===== src/rtl/midi_pkg.sv =====
// Shared encodings for the MIDI receive scheduler: FSM states, status byte ranges
// and the data-byte count that follows a status byte.
package midi_pkg;

  typedef enum logic [1:0] {
    ST_ARB   = 2'd0,
    ST_READ  = 2'd1,
    ST_GUARD = 2'd2,
    ST_PUSH  = 2'd3
  } state_t;

  localparam logic [7:0] REALTIME_MIN = 8'hF8;
  localparam logic [7:0] SYSEX_START  = 8'hF0;
  localparam logic [7:0] SYSEX_END    = 8'hF7;

  function automatic logic [1:0] data_len(input logic [7:0] status);
    logic [1:0] n;
    n = 2'd0;
    case (status[7:4])
      4'h8, 4'h9, 4'hA, 4'hB, 4'hE: n = 2'd2;
      4'hC, 4'hD:                   n = 2'd1;
      4'hF: begin
        if (status == 8'hF1 || status == 8'hF3) begin
          n = 2'd1;
        end else if (status == 8'hF2) begin
          n = 2'd2;
        end
      end
      default: n = 2'd0;
    endcase
    return n;
  endfunction

endpackage


===== src/rtl/midi_rr_arb.sv =====
// Round-robin arbiter: combinational grant of the first request at or above the pointer,
// wrapping; the pointer moves past a serviced channel when upd_en is pulsed.
module midi_rr_arb #(
  parameter int NUM_CH = 4
) (
  input  logic              clk,
  input  logic              reset,
  input  logic [NUM_CH-1:0] req,
  input  logic              upd_en,
  input  logic [2:0]        upd_idx,
  output logic              gnt_vld,
  output logic [2:0]        gnt_idx
);

  logic [2:0] ptr_q, ptr_d;

  always_comb begin
    gnt_vld = 1'b0;
    gnt_idx = 3'd0;
    for (int off = 0; off < NUM_CH; off++) begin
      for (int i = 0; i < NUM_CH; i++) begin
        if (!gnt_vld && req[i] && (i == (int'(ptr_q) + off) % NUM_CH)) begin
          gnt_vld = 1'b1;
          gnt_idx = 3'(i);
        end
      end
    end
  end

  always_comb begin
    ptr_d = ptr_q;
    if (upd_en) begin
      ptr_d = (upd_idx == 3'(NUM_CH - 1)) ? 3'd0 : upd_idx + 3'd1;
    end
  end

  always_ff @(posedge clk) begin
    if (reset) begin
      ptr_q <= 3'd0;
    end else begin
      ptr_q <= ptr_d;
    end
  end

endmodule


===== src/rtl/midi_rx_sched.sv =====
// Merges bytes from NUM_CH midi_rx receivers into one framed stream; irq to out_valid is
// 3 cycles minimum, and a stalled out_ready holds the FSM in PUSH with no further bus reads.
module midi_rx_sched
  import midi_pkg::*;
#(
  parameter int          NUM_CH      = 4,
  parameter logic [7:0]  BASE_ADDR   = 8'h00,
  parameter logic [15:0] TIMEOUT_CYC = 16'd48000
) (
  input  logic              clk,
  input  logic              reset,
  input  logic [NUM_CH-1:0] irq,
  output logic [7:0]        bus_addr,
  output logic              bus_rd,
  input  logic [7:0]        bus_dat,
  output logic [7:0]        out_dat,
  output logic [2:0]        out_ch,
  output logic              out_sof,
  output logic              out_valid,
  input  logic              out_ready,
  output logic              out_abort,
  output logic              lock_active
);

  state_t            state_q, state_d;
  logic [2:0]        grant_q, grant_d;
  logic [7:0]        byte_q, byte_d;
  logic [NUM_CH-1:0] guard_q, guard_d;
  logic              lock_q, lock_d;
  logic [2:0]        lock_ch_q, lock_ch_d;
  logic              sysex_q, sysex_d;
  logic [1:0]        rem_q, rem_d;
  logic              rel_q, rel_d;
  logic [15:0]       tmo_q, tmo_d;
  logic [7:0]        rs_q [NUM_CH];
  logic [7:0]        rs_d [NUM_CH];

  logic              bus_rd_q, bus_rd_d;
  logic [7:0]        bus_addr_q, bus_addr_d;
  logic [7:0]        out_dat_q, out_dat_d;
  logic [2:0]        out_ch_q, out_ch_d;
  logic              out_sof_q, out_sof_d;
  logic              out_valid_q, out_valid_d;
  logic              out_abort_q, out_abort_d;

  logic [NUM_CH-1:0] lock_mask;
  logic [NUM_CH-1:0] req;
  logic              gnt_vld;
  logic [2:0]        gnt_idx;
  logic              arb_upd;

  logic              rs_wr;
  logic [2:0]        rs_wr_ch;
  logic [7:0]        rs_wr_val;
  logic [7:0]        cur_rs;

  // While a message is locked only its own channel may be arbitrated.
  always_comb begin
    lock_mask = '0;
    for (int i = 0; i < NUM_CH; i++) begin
      if (3'(i) == lock_ch_q) lock_mask[i] = 1'b1;
    end
    req = irq & ~guard_q;
    if (lock_q) req = req & lock_mask;
  end

  assign arb_upd = (state_q == ST_READ);

  midi_rr_arb #(
    .NUM_CH (NUM_CH)
  ) u_arb (
    .clk     (clk),
    .reset   (reset),
    .req     (req),
    .upd_en  (arb_upd),
    .upd_idx (grant_q),
    .gnt_vld (gnt_vld),
    .gnt_idx (gnt_idx)
  );

  always_comb begin
    state_d     = state_q;
    grant_d     = grant_q;
    byte_d      = byte_q;
    guard_d     = guard_q;
    lock_d      = lock_q;
    lock_ch_d   = lock_ch_q;
    sysex_d     = sysex_q;
    rem_d       = rem_q;
    rel_d       = rel_q;
    tmo_d       = tmo_q;
    rs_d        = rs_q;
    bus_rd_d    = 1'b0;
    bus_addr_d  = bus_addr_q;
    out_dat_d   = out_dat_q;
    out_ch_d    = out_ch_q;
    out_sof_d   = out_sof_q;
    out_valid_d = out_valid_q;
    out_abort_d = 1'b0;
    rs_wr       = 1'b0;
    rs_wr_ch    = grant_q;
    rs_wr_val   = 8'h00;
    cur_rs      = 8'h00;
    for (int i = 0; i < NUM_CH; i++) begin
      if (3'(i) == grant_q) cur_rs = rs_q[i];
    end

    case (state_q)
      ST_ARB: begin
        guard_d = '0;
        if (gnt_vld) begin
          grant_d    = gnt_idx;
          bus_rd_d   = 1'b1;
          bus_addr_d = BASE_ADDR + {5'd0, gnt_idx};
          state_d    = ST_READ;
        end else if (lock_q) begin
          if (tmo_q + 16'd1 >= TIMEOUT_CYC) begin
            lock_d      = 1'b0;
            sysex_d     = 1'b0;
            rem_d       = 2'd0;
            tmo_d       = 16'd0;
            out_abort_d = 1'b1;
            rs_wr       = 1'b1;
            rs_wr_ch    = lock_ch_q;
          end else begin
            tmo_d = tmo_q + 16'd1;
          end
        end else begin
          tmo_d = 16'd0;
        end
      end

      ST_READ: begin
        byte_d  = bus_dat;
        tmo_d   = 16'd0;
        state_d = ST_GUARD;
        for (int i = 0; i < NUM_CH; i++) begin
          guard_d[i] = (3'(i) == grant_q);
        end
      end

      ST_GUARD: begin
        out_valid_d = 1'b1;
        out_dat_d   = byte_q;
        out_ch_d    = grant_q;
        out_sof_d   = 1'b0;
        rel_d       = 1'b0;
        state_d     = ST_PUSH;
        if (byte_q >= REALTIME_MIN) begin
          out_sof_d = 1'b1;
        end else if (byte_q[7]) begin
          out_sof_d = (byte_q != SYSEX_END);
          rs_wr     = 1'b1;
          rs_wr_val = (byte_q < SYSEX_START) ? byte_q : 8'h00;
          rem_d     = data_len(byte_q);
          // Status bytes with nothing to follow (F4..F7) end any lock once pushed.
          if (byte_q <= SYSEX_START || data_len(byte_q) != 2'd0) begin
            lock_d    = 1'b1;
            lock_ch_d = grant_q;
            sysex_d   = (byte_q == SYSEX_START);
          end else begin
            rel_d = 1'b1;
          end
        end else if (!lock_q) begin
          if (cur_rs != 8'h00) begin
            out_sof_d = 1'b1;
            lock_d    = 1'b1;
            lock_ch_d = grant_q;
            sysex_d   = 1'b0;
            rem_d     = data_len(cur_rs) - 2'd1;
            rel_d     = (data_len(cur_rs) == 2'd1);
          end
        end else if (!sysex_q) begin
          rem_d = (rem_q == 2'd0) ? 2'd0 : rem_q - 2'd1;
          rel_d = (rem_q <= 2'd1);
        end
      end

      ST_PUSH: begin
        if (out_ready) begin
          out_valid_d = 1'b0;
          state_d     = ST_ARB;
          rel_d       = 1'b0;
          if (rel_q) begin
            lock_d  = 1'b0;
            sysex_d = 1'b0;
            rem_d   = 2'd0;
          end
        end
      end

      default: state_d = ST_ARB;
    endcase

    for (int i = 0; i < NUM_CH; i++) begin
      if (rs_wr && 3'(i) == rs_wr_ch) rs_d[i] = rs_wr_val;
    end
  end

  always_ff @(posedge clk) begin
    if (reset) begin
      state_q     <= ST_ARB;
      grant_q     <= 3'd0;
      byte_q      <= 8'h00;
      guard_q     <= '0;
      lock_q      <= 1'b0;
      lock_ch_q   <= 3'd0;
      sysex_q     <= 1'b0;
      rem_q       <= 2'd0;
      rel_q       <= 1'b0;
      tmo_q       <= 16'd0;
      for (int i = 0; i < NUM_CH; i++) rs_q[i] <= 8'h00;
      bus_rd_q    <= 1'b0;
      bus_addr_q  <= 8'h00;
      out_dat_q   <= 8'h00;
      out_ch_q    <= 3'd0;
      out_sof_q   <= 1'b0;
      out_valid_q <= 1'b0;
      out_abort_q <= 1'b0;
    end else begin
      state_q     <= state_d;
      grant_q     <= grant_d;
      byte_q      <= byte_d;
      guard_q     <= guard_d;
      lock_q      <= lock_d;
      lock_ch_q   <= lock_ch_d;
      sysex_q     <= sysex_d;
      rem_q       <= rem_d;
      rel_q       <= rel_d;
      tmo_q       <= tmo_d;
      rs_q        <= rs_d;
      bus_rd_q    <= bus_rd_d;
      bus_addr_q  <= bus_addr_d;
      out_dat_q   <= out_dat_d;
      out_ch_q    <= out_ch_d;
      out_sof_q   <= out_sof_d;
      out_valid_q <= out_valid_d;
      out_abort_q <= out_abort_d;
    end
  end

  assign bus_rd      = bus_rd_q;
  assign bus_addr    = bus_addr_q;
  assign out_dat     = out_dat_q;
  assign out_ch      = out_ch_q;
  assign out_sof     = out_sof_q;
  assign out_valid   = out_valid_q;
  assign out_abort   = out_abort_q;
  assign lock_active = lock_q;

endmodule

===== config.mk =====
export PLATFORM = sky130hd
export DESIGN_NAME = midi_rx_sched
export DESIGN_NICKNAME = d
export VERILOG_FILES = /design/src/rtl/midi_pkg.sv /design/src/rtl/midi_rr_arb.sv /design/src/rtl/midi_rx_sched.sv
export SDC_FILE = /design/constraint.sdc
export NUM_CORES = 1
export LEC_CHECK = 0
export ABC_AREA = 1
export BUFFER_PORTS_ARGS = -buffer_cell sky130_fd_sc_hd__buf_2
export CORE_MARGIN = 1.5
export CORE_UTILIZATION = 30
export DETAILED_ROUTE_END_ITERATION = 12
export SYNTH_ARGS = -nofsm -noshare
export SYNTH_HDL_FRONTEND = slang
export SYNTH_SLANG_ARGS = --single-unit

===== constraint.sdc =====
create_clock -name clk -period 3.2 [get_ports clk]
set_clock_uncertainty 0.1 [all_clocks]
set_input_delay 0.48 -clock clk [delete_from_list [all_inputs] [get_ports clk]]
set_output_delay 0.48 -clock clk [all_outputs]
set_load 0.03 [all_outputs]

==> impl_metrics.tcl <==
set metrics [dict create \
    start_kind "register" \
    final_nets 781 \
    critPathBufInv 2 \
    p_total_w 0.004635 \
    drt_wl_total_mm 12.95 \
    gp_congestion 0.8737 \
    whs_path_depth 3 \
    nFillCells 1784 \
    drv_cap 0 \
    synth_top_cells_by_area "dfxtp_1 35%, nand2_1 9.3%, nor2_1 9.2%" \
    p_switching_w 0.002056 \
    grt_pass1_wl_mm 21.51 \
    maxSlewHeadroom 0.4711 \
    cts_buffer_depth 2 \
    synth.yosys.seq_area_share 0.3472 \
    ys_types 46 \
    clk_latency_ns 0.35 \
    area_growth_pct 15.04 \
    route.detailed.drc 0 \
    finalMaxSlewViolations 0 \
    dp_hpwl_mm 9.442 \
    coreArea_um2 16470 \
    ctsHoldBuffers 0 \
    routed_via_density 4.727 \
    period_share 0.9128 \
    post_drt_wl_per_cell_um 13.21 \
    dr_total_vias 4632 \
    synthCells 724 \
    setup_viol 0 \
    power_frac_seq 0.316 \
    syn_area_um2 5016 \
    synth-seq-cells 87 \
    yosysTopAreaCell "dfxtp_1" \
    critical-path-top-delay-family "simple AND/OR/NAND/NOR gates" \
    dr.pass1.iters 4 \
    die_y_um 132.3 \
    finalHoldViolCount 0 \
    drive_above_1_share 0.1592 \
    cts_buffers 9 \
    fin_hold_ws_ns 0.2683 \
    register_area_um2 1748 \
    async_flop_share 0 \
    leakagePower_nw 2.457 \
    mostFrequentLayoutCells "124 x nand2_1, 122 x nor2_1, 84 x dfxtp_1" \
    combinationalPowerShare 0.446 \
    grt_pass1_vias 4306 \
    hold_end "byte_q[3]" \
    critPathMaxStageDelay_ns 0.42 \
    rsz0062_at_grt "true" \
    multi_input_area_um2 2809 \
    ant_nets 0 \
    power.density_nw_per_um2 803.2 \
    cp_cell_sequence "inv_1 > nand2_1 > nand2_1 > nand3_1 > nand2_1 > nor2_2 > nand3_2 > nor2_4 > nand4_2 > nor2_4 > nand3_1 > nor2_4 > nand4_4 > nand2_2 > nand2_4 > buf_4 > nor2_8 > nor2_1 > nor2_1" \
    reg2regPathDepth 19 \
    arrival_ns 3.10 \
    root_buffer "clkbuf_16" \
    cts_tree "built" \
    cts-htree-levels 3 \
    rr_endpoint "rs_q[22]" \
    grt_antenna_before_repair 0 \
    synth.avg_cell_area_um2 6.928 \
    io_buffer_count 31 \
    tightest_slew_ns 0.7860 \
    rrSetupSlack_ns 0.28 \
    p_int_w 0.002579 \
    swShare 0.4436 \
    overflow 0 \
    yosys.area.top_type_share 0.3472 \
    synth_edf_count 0 \
    dr.first_iter.drc_count 315 \
    cts.sinks 87 \
    num_rows 47 \
    track_usage 0.1538 \
    clock.fmax_mhz 342.4 \
    initial_core_util 0.3046 \
    final_common_cell "nand2_1" \
    die_w_um 132.3 \
    required_ns 3.38 \
    synth_flop_cell "dfxtp_1" \
    die_area_um2 17500 \
    ys.warnings.count 0 \
    clkPwrFrac 0.238 \
    worstHoldPathType "in -> reg" \
    ios 39 \
    critPathMaxFanout 6 \
    period_minus_slack_ns 2.921 \
    cts.clk_slew.worst_paths_ns 0.07 \
    antenna_cells 0 \
    worst_hold_startpoint "bus_dat[3]" \
    run_status "finished, final reports clean" \
    rr_startpoint "lock_ch_q[1]" \
    critPathCaptureType "register" \
    grt_start_max_net_pins 55 \
    critPathKind "reg -> reg" \
    cpMaxStageDelayCell "dfxtp_1" \
    ir_worst_vdd_v 0.0003205 \
]
[through the flow]
stage	utilization	setup WS [ns]	TNS, ns	instances	cell area [µm²]
3_3_place_gp	0.3241	0.04149	0	958	5336
3_5_place_dp	0.3241	0.05100	0	958	5336
2_1_floorplan	-	0.2088	0	730	5039
4_1_cts	0.3429	0.02127	0	974	5647
5_1_grt	0.3505	-0.01501	-0.02373	980	5771
6_report	0.3505	0.2792	0	980	5771
[sequential cells by signal, summed over array words and instances (netlist names)]
signal and cells:
rs_q 32, tmo_q 16, byte_q 8, out_dat 8, guard_q 4, bus_addr 2
lock_ch_q 2, out_ch 2, rem_q 2, state_q 2, u_arb.ptr_q 2, bus_rd 1
lock_active 1, out_abort 1, out_sof 1, out_valid 1, rel_q 1, sysex_q 1
[cell type report]
class / instances / area share
clock buffers: 12 / 0.04445
flip-flops and latches: 87 / 0.3029
clock inverters: 4 / 0.009324
repair buffers: 51 / 0.05291
inverters: 85 / 0.05594
multi-input cells: 521 / 0.4868
well taps: 220 / 0.04770
[cells in the mapped netlist, types with 7 or more instances]
master,number
a21oi_1,55
a31oi_1,7
buf_4,11
clkbuf_1,16
dfxtp_1,87
ha_1,11
inv_1,82
nand2_1,124
nand2_4,7
nand3_1,25
nand4_1,33
nor2_1,123
nor3_1,13
o21ai_0,49
[power groups by stage]
stage	Sequential, W	Clock, W	Combinational, W
global route	0.00149	0.00118	0.00231
CTS	0.00146	0.00113	0.00198
global placement	0.00148	0	0.00197
floorplan	0.00155	0	0.00141
detailed placement	0.00148	0	0.00197
finish	0.00147	0.00110	0.00207
[worst max path at each step]
| stage | startpoint | end | slack [ns] | cells after the start |
|---|---|---|---|---|
| 5_1_grt | tmo_q[1] | rs_q[22] | -0.02 | 18 |
| 2_1_floorplan | bus_addr[0] | rem_q[1] | 0.21 | 15 |
| 4_1_cts | bus_addr[1] | rem_q[1] | 0.02 | 15 |
| 3_3_place_gp | bus_addr[1] | rem_q[1] | 0.04 | 15 |
| 3_5_place_dp | bus_addr[1] | rem_q[1] | 0.05 | 15 |
| 6_report | lock_ch_q[1] | rs_q[22] | 0.28 | 19 |
[repair_timing]
action / CTS / global route
setup buffers: 0 / 6
endpoints found under the setup margin: 0 / 33
resized for setup: 0 / 21
hold endpoints to repair: 0 / 0
[cells by family (layout without fill, tap and decap cells)]
kind of cell / count (synthesis) / in the layout / synth area share
buffers and inverters: 122 / 152 / 0.1110
adders and majority gates: 11 / 11 / 0.02744
other: 1 / 7 / 0.0007476
xor gates and xnor gates: 5 / 5 / 0.008732
AOI/OAI and AO/OA: 133 / 133 / 0.1467
DFF: 87 / 87 / 0.3472
and+or+nand+nor: 365 / 365 / 0.3582
[layer usage]
| metal | global-route usage | vias up | share of wire |
|---|---|---|---|
| li1 | - | 2423 | - |
| met1 | 0.2033 | 2106 | 0.49 |
| met2 | 0.2423 | 84 | 0.46 |
| met3 | 0.03691 | 19 | 0.038 |
| met4 | 0.05983 | 0 | 0.020 |
| met5 | 0 | - | 0 |
[tightest hold or removal path: cells and delay by family]
family	cells	cell delay, ns
buffers and inverters	1	0.09
and+or+nand+nor	2	0.12
No activity file was read; power rests on OpenSTA's default activity.
